**src/rtl/parking_pkg.sv**
```systemverilog
// Shared definitions for the parking entry controller: FSM encodings,
// default PIN and the occupancy width helper.
package parking_pkg;

    localparam int unsigned STATE_W = 2;

    localparam logic [STATE_W-1:0] IDLE      = 2'd0;
    localparam logic [STATE_W-1:0] PIN_ENTRY = 2'd1;
    localparam logic [STATE_W-1:0] GATE_OPEN = 2'd2;
    localparam logic [STATE_W-1:0] BLOCKED   = 2'd3;

    localparam int unsigned DEFAULT_PIN = 87;

    // Bits needed to hold 0..cap inclusive.
    function automatic int unsigned occ_w(input int unsigned cap);
        return $clog2(cap + 1);
    endfunction

endpackage

```
**src/rtl/parking_occupancy_ctr.sv**
```systemverilog
// Saturating lot occupancy counter with a registered full flag.
module parking_occupancy_ctr
    import parking_pkg::*;
#(
    parameter int unsigned CAPACITY = 16
) (
    input  logic                          clk,
    input  logic                          rst,
    input  logic                          inc,
    input  logic                          dec,
    output logic [occ_w(CAPACITY)-1:0]    occupancy,
    output logic                          lot_full
);

    localparam int unsigned OCC_W = occ_w(CAPACITY);

    logic [OCC_W-1:0] occ_d, occ_q;
    logic             full_d, full_q;

    // Simultaneous entry and exit cancel out.
    always_comb begin
        occ_d = occ_q;
        if (inc && !dec && occ_q != OCC_W'(CAPACITY)) begin
            occ_d = occ_q + OCC_W'(1);
        end else if (dec && !inc && occ_q != '0) begin
            occ_d = occ_q - OCC_W'(1);
        end
        full_d = (occ_d == OCC_W'(CAPACITY));
    end

    always_ff @(posedge clk) begin
        if (rst) begin
            occ_q  <= '0;
            full_q <= 1'b0;
        end else begin
            occ_q  <= occ_d;
            full_q <= full_d;
        end
    end

    assign occupancy = occ_q;
    assign lot_full  = full_q;

endmodule

```
**src/rtl/parking_gate_ctrl_param.sv**
```systemverilog
// PIN-authorised parking entry gate with attempt limit, open timeout,
// tailgate blocking and lot occupancy tracking.
module parking_gate_ctrl_param
    import parking_pkg::*;
#(
    parameter int unsigned         PIN_W     = 8,
    parameter logic [PIN_W-1:0]    PIN_VAL   = PIN_W'(DEFAULT_PIN),
    parameter int unsigned         MAX_TRIES = 3,
    parameter int unsigned         CAPACITY  = 16,
    parameter int unsigned         OPEN_TO   = 200
) (
    input  logic                          clk,
    input  logic                          rst,
    input  logic                          sensor_1,
    input  logic                          sensor_2,
    input  logic                          try_psswrd,
    input  logic [PIN_W-1:0]              psswrd_atmpt,
    input  logic                          car_exit,
    output logic                          alarm_1,
    output logic                          alarm_2,
    output logic                          open_gate,
    output logic                          close_gate,
    output logic                          lot_full,
    output logic [occ_w(CAPACITY)-1:0]    occupancy
);

    localparam int unsigned ATT_W = $clog2(MAX_TRIES + 1);
    localparam int unsigned TO_W  = $clog2(OPEN_TO);

    logic [STATE_W-1:0] state_d, state_q;
    logic [ATT_W-1:0]   attempts_d, attempts_q;
    logic [TO_W-1:0]    timeout_d, timeout_q;
    logic               alarm_1_d, alarm_1_q;
    logic               alarm_2_d, alarm_2_q;
    logic               open_gate_d, open_gate_q;
    logic               close_gate_d, close_gate_q;
    logic               occ_inc;
    logic               pin_ok;
    logic               lot_full_w;

    assign pin_ok = try_psswrd && (psswrd_atmpt == PIN_VAL);

    // Next state and next registered outputs.
    always_comb begin
        state_d      = state_q;
        attempts_d   = attempts_q;
        timeout_d    = timeout_q;
        alarm_1_d    = alarm_1_q;
        alarm_2_d    = alarm_2_q;
        open_gate_d  = open_gate_q;
        close_gate_d = 1'b0;
        occ_inc      = 1'b0;

        if (state_q != BLOCKED && sensor_1 && sensor_2) begin
            state_d     = BLOCKED;
            alarm_2_d   = 1'b1;
            open_gate_d = 1'b0;
        end else begin
            case (state_q)
                IDLE: begin
                    if (sensor_1 && !lot_full_w) begin
                        state_d = PIN_ENTRY;
                    end
                end
                PIN_ENTRY: begin
                    if (pin_ok) begin
                        state_d     = GATE_OPEN;
                        open_gate_d = 1'b1;
                        attempts_d  = '0;
                        alarm_1_d   = 1'b0;
                        timeout_d   = '0;
                    end else if (try_psswrd) begin
                        if (attempts_q != ATT_W'(MAX_TRIES)) begin
                            attempts_d = attempts_q + ATT_W'(1);
                        end
                        if (attempts_d == ATT_W'(MAX_TRIES)) begin
                            alarm_1_d = 1'b1;
                        end
                    end
                end
                GATE_OPEN: begin
                    if (sensor_2 || timeout_q == TO_W'(OPEN_TO - 1)) begin
                        state_d      = IDLE;
                        open_gate_d  = 1'b0;
                        close_gate_d = 1'b1;
                        occ_inc      = sensor_2;
                        timeout_d    = '0;
                    end else begin
                        timeout_d = timeout_q + TO_W'(1);
                    end
                end
                BLOCKED: begin
                    if (pin_ok) begin
                        state_d    = IDLE;
                        alarm_2_d  = 1'b0;
                        alarm_1_d  = 1'b0;
                        attempts_d = '0;
                    end
                end
                default: begin
                    state_d = IDLE;
                end
            endcase
        end
    end

    always_ff @(posedge clk) begin
        if (rst) begin
            state_q      <= IDLE;
            attempts_q   <= '0;
            timeout_q    <= '0;
            alarm_1_q    <= 1'b0;
            alarm_2_q    <= 1'b0;
            open_gate_q  <= 1'b0;
            close_gate_q <= 1'b0;
        end else begin
            state_q      <= state_d;
            attempts_q   <= attempts_d;
            timeout_q    <= timeout_d;
            alarm_1_q    <= alarm_1_d;
            alarm_2_q    <= alarm_2_d;
            open_gate_q  <= open_gate_d;
            close_gate_q <= close_gate_d;
        end
    end

    parking_occupancy_ctr #(
        .CAPACITY (CAPACITY)
    ) u_occ (
        .clk       (clk),
        .rst       (rst),
        .inc       (occ_inc),
        .dec       (car_exit),
        .occupancy (occupancy),
        .lot_full  (lot_full_w)
    );

    assign alarm_1    = alarm_1_q;
    assign alarm_2    = alarm_2_q;
    assign open_gate  = open_gate_q;
    assign close_gate = close_gate_q;
    assign lot_full   = lot_full_w;

endmodule

```
**config.mk**
```make
export PLATFORM = sky130hd
export DESIGN_NAME = parking_gate_ctrl_param
export DESIGN_NICKNAME = d
export VERILOG_FILES = /design/src/rtl/parking_pkg.sv /design/src/rtl/parking_occupancy_ctr.sv /design/src/rtl/parking_gate_ctrl_param.sv
export SDC_FILE = /design/constraint.sdc
export NUM_CORES = 1
export LEC_CHECK = 0
export CAP_MARGIN = 40
export CORE_UTILIZATION = 46
export DETAILED_ROUTE_END_ITERATION = 7
export PLACE_DENSITY = 0.7
export SLEW_MARGIN = 20
export SYNTH_ARGS = -nofsm -noshare
export SYNTH_HDL_FRONTEND = slang
export SYNTH_SLANG_ARGS = --single-unit
```
**constraint.sdc**
```tcl
create_clock -name clk -period 2.75 [get_ports clk]
set_input_delay 0.55 -clock clk [delete_from_list [all_inputs] [get_ports clk]]
set_output_delay 0.55 -clock clk [all_outputs]
set_load 0.05 [all_outputs]
```
==> key figures, run 1 <==
Worst setup path
  – Largest delay share family, worst path: simple AND/OR/NAND/NOR gates
  – Crit path kind: reg2reg
  – Crit path largest cell delay: 0.48 ns
  – CP Capture Type: flop
  – FF-to-FF setup slack: 0.29 ns
  – Reg-to-reg critical path startpoint: u_occ.occupancy[0]
  – Worst Reg-to-Reg Cells: 7
  – CP Data Arrival Time: 2.70 ns
  – Worst reg2reg path endpoint: u_occ.lot_full
  – Worst EP required: 2.99 ns
  – Worst setup path endpoint: u_occ.lot_full
  – Critical Path Start Type: flop
  – Critical path launch point: u_occ.occupancy[0]
  – Critical path's slowest cell: dfxtp_1
  – Crit-path cells: inv_1 > ha_1 > or3b_1 > o22ai_4 > a2111oi_4 > or4b_1 > nor4bb_1
  – Worst Path Buf+Inv: 1
  – Crit path max fanout: 7
  – Levels on crit path: 7

GRT
  – GRT Total Usage: 22.9%
  – Top Usage Layer GRT: met2
  – Global Route met2 Usage: 35.4%
  – Global routing usage on met3: 4.40%
  – Remaining Overflow, GRT: 0
  – Met1 global-route usage: 31.2%
  – Initial antenna violation count: 0
  – Largest net degree at the start of global routing: 21
  – First-pass GRT wire length: 6.09 mm
  – Vias in the first global route: 1371

Placed design
  – DP Wirelength: 2.72 mm
  – GP Congestion: 0.841
  – Port buffer count: 23
  – Post-Place Cell Area: 1780 um^2

Timing
  – Hold Vio Cnt, Final: 0
  – Fmax achieved: 406 MHz
  – Worst Max-Slew Pin Slew: 0.512 ns
  – Final setup viols: 0
  – Slew margin rel.: 65.7%
  – RSZ-0062 raised after global routing: false
  – Final Max Tran Viols: 0
  – Setup_tns: 0 ns
  – Tmin final: 2.46 ns
  – Clock Skew: 0.00221 ns
  – Final cycle utilization of the critical path: 89.6%

Floorplan
  – Die area: 3470 um^2
  – # IOs: 24
  – Die height: 58.9 um
  – Starting density of the core: 48.8%
  – Row cnt: 20
  – Core footprint: 3050 um^2
  – Die Wd: 58.9 um

Pwr
  – Pwr Total: 1.56 mW
  – Leakage: 0.694 nW
  – Peak supply drop: 0.000479 V
  – Pwr dens: 860 nW/um^2

Yosys
  – Top post-synthesis cells by area: dfxtp_1 (30%), ha_1 (6.7%), nor2_1 (5.0%)
  – Fraction of registers with async set/reset: 0%
  – Top cell type's share of synthesized area: 29.6%
  – Post-synthesis cell area: 1490 um^2
  – Cells after synthesis: 179
  – Seq/Total Area, Yosys: 29.6%
  – Number of distinct library cells after synthesis: 56
  – Synth warn: 0
  – Synth top cells by count: dfxtp_1 (22), nor2_1 (20), a21oi_1 (10), nand2_1 (10), o21ai_0 (10)
  – Syn nets: 201
  – Area leader, netlist: dfxtp_1
  – Synthesized flop and latch total: 22
  – Synth Flop Type: dfxtp_1
  – Post-synth EDFFs: 0
  – Avg Cell Area, Syn: 8.33 um^2
  – Most frequent cell after synthesis: dfxtp_1

Finish
  – Finished layout cell area: 1810 um^2
  – Antenna diodes: 0
  – Area Growth Syn to Fin: 21.6%
  – Layout fillers: 295
  – Layout cells sized above 1: 8.82%
  – Nets: 227

Routing
  – Vias per cell: 5.77
  – DRT iter0 DRCs: 76
  – Routed WL: 3.61 mm
  – Post-DRT Antenna Nets: 0
  – Routed vias: 1432
  – 1st-pass router iterations: 4
  – DRC violations left: 0
  – WL/cell: 14.5 um

Clock network
  – TritonCTS clock tree: done
  – Skew-Pair Late Insertion Delay: 0.32 ns
  – Post-CTS resize count: 0
  – CTS Buffer Depth: 2
  – Sink Count: 22
  – Clk pin slew, worst setup/hold paths: 0.13 ns
  – Clk root buf: clkbuf_4
  – Setup bufs post-CTS: 0
  – CTS buffer count: 3
  – CTS Hold Bufs: 0
  – H-tree depth: 1

Outcome
  – Outcome: finished clean

Min path
  – Worst Hold Depth: 2
  – Hold WC Path Type: reg2reg

Job
  – Max-cap viol count: 0
worst min-delay path by stage:
stage               slack [ns]          from           end
floorplan                 0.46  timeout_q[7]  timeout_q[7]
global placement          0.46       alarm_1       alarm_1
detailed placement        0.46       alarm_1       alarm_1
CTS                       0.48       alarm_1       alarm_1
global route              0.50       alarm_1       alarm_1
finish                    0.48       alarm_1       alarm_1
sequential cells by signal, summed over array words and instances (netlist names):
| signal | count |
|---|---|
| attempts_q | 2 |
| u_occ.lot_full | 1 |
| open_gate | 1 |
| u_occ.occupancy | 5 |
| alarm_2 | 1 |
| alarm_1 | 1 |
| timeout_q | 8 |
| state_q | 2 |
| close_gate | 1 |
through the flow:
step	util (%)	worst slack (ns)	instances	hold slack, ns
2_1_floorplan	-	0.211	179	0.457
3_3_place_gp	58.2	0.227	244	0.455
3_5_place_dp	58.2	0.136	244	0.464
4_1_cts	59.3	0.324	248	0.484
5_1_grt	59.3	0.200	248	0.501
6_report	59.3	0.286	248	0.477
report_power, final:
part           leakage, nW  total, mW  internal, mW  switching (mW)
Clock               0.0210      0.189        0.0810           0.108
Combinational        0.494      0.920         0.387           0.534
Sequential           0.179      0.449         0.380          0.0690
cell type report:
cell class | count | area, um^2 | share of cell area [%]
inverter | 10 | 37.5 | 2.07
tap | 44 | 55.1 | 3.04
sequential | 22 | 440 | 24.3
timing repair buffer | 29 | 275 | 15.2
clock buffer | 4 | 36.3 | 2.00
multi-input combinational | 139 | 967 | 53.4
cell usage in the layout, fill, tap and decap left out, types with 3 or more instances in the layout:
cell type        count
clkdlybuf4s50_1     23
dfxtp_1             22
nor2_1              20
nand2_1             10
o21ai_0             10
a21oi_1             10
inv_1                9
ha_1                 8
nand3_1              6
nor3_1               6
buf_4                6
and2_1               4
a211oi_1             4
nand3b_1             3
o21a_1               3
mux2i_1              3
nor2b_1              3
and3_1               3
clkbuf_4             3
kinds of logic (layout without fill, tap and decap cells):
kind of cell	count (synthesis)	count (layout)	synth area share (%)
compound gates	49	49	24.8
mux	3	3	2.02
xor+xnor	2	2	1.18
buf+inv	18	43	5.54
flops	22	22	29.6
simple gates	77	77	30.2
fa+ha+maj	8	8	6.72
worst reg2reg max path: stages, from the launching register on:
cell and delay [ns]:
dfxtp_1 0.48, inv_1 0.12, ha_1 0.26, or3b_1 0.33, o22ai_4 0.13, a2111oi_4 0.34
or4b_1 0.47, nor4bb_1 0.26
per-layer routing:
| layer | vias to the layer above | part of all wire, % |
|---|---|---|
| met1 | 669 | 45 |
| met2 | 48 | 47 |
| met3 | 6 | 6.6 |
| met5 | - | 0 |
| li1 | 709 | - |
| met4 | 0 | 1.5 |
Note: power is estimated with default switching activity, not from simulation.
==> run 2: changes to the inputs <==
Settings changed: CTS_CLUSTER_SIZE from default to 28.
==> results of run 2 <==
No change in the layout: final DEF, timing and power equal those of run 1.
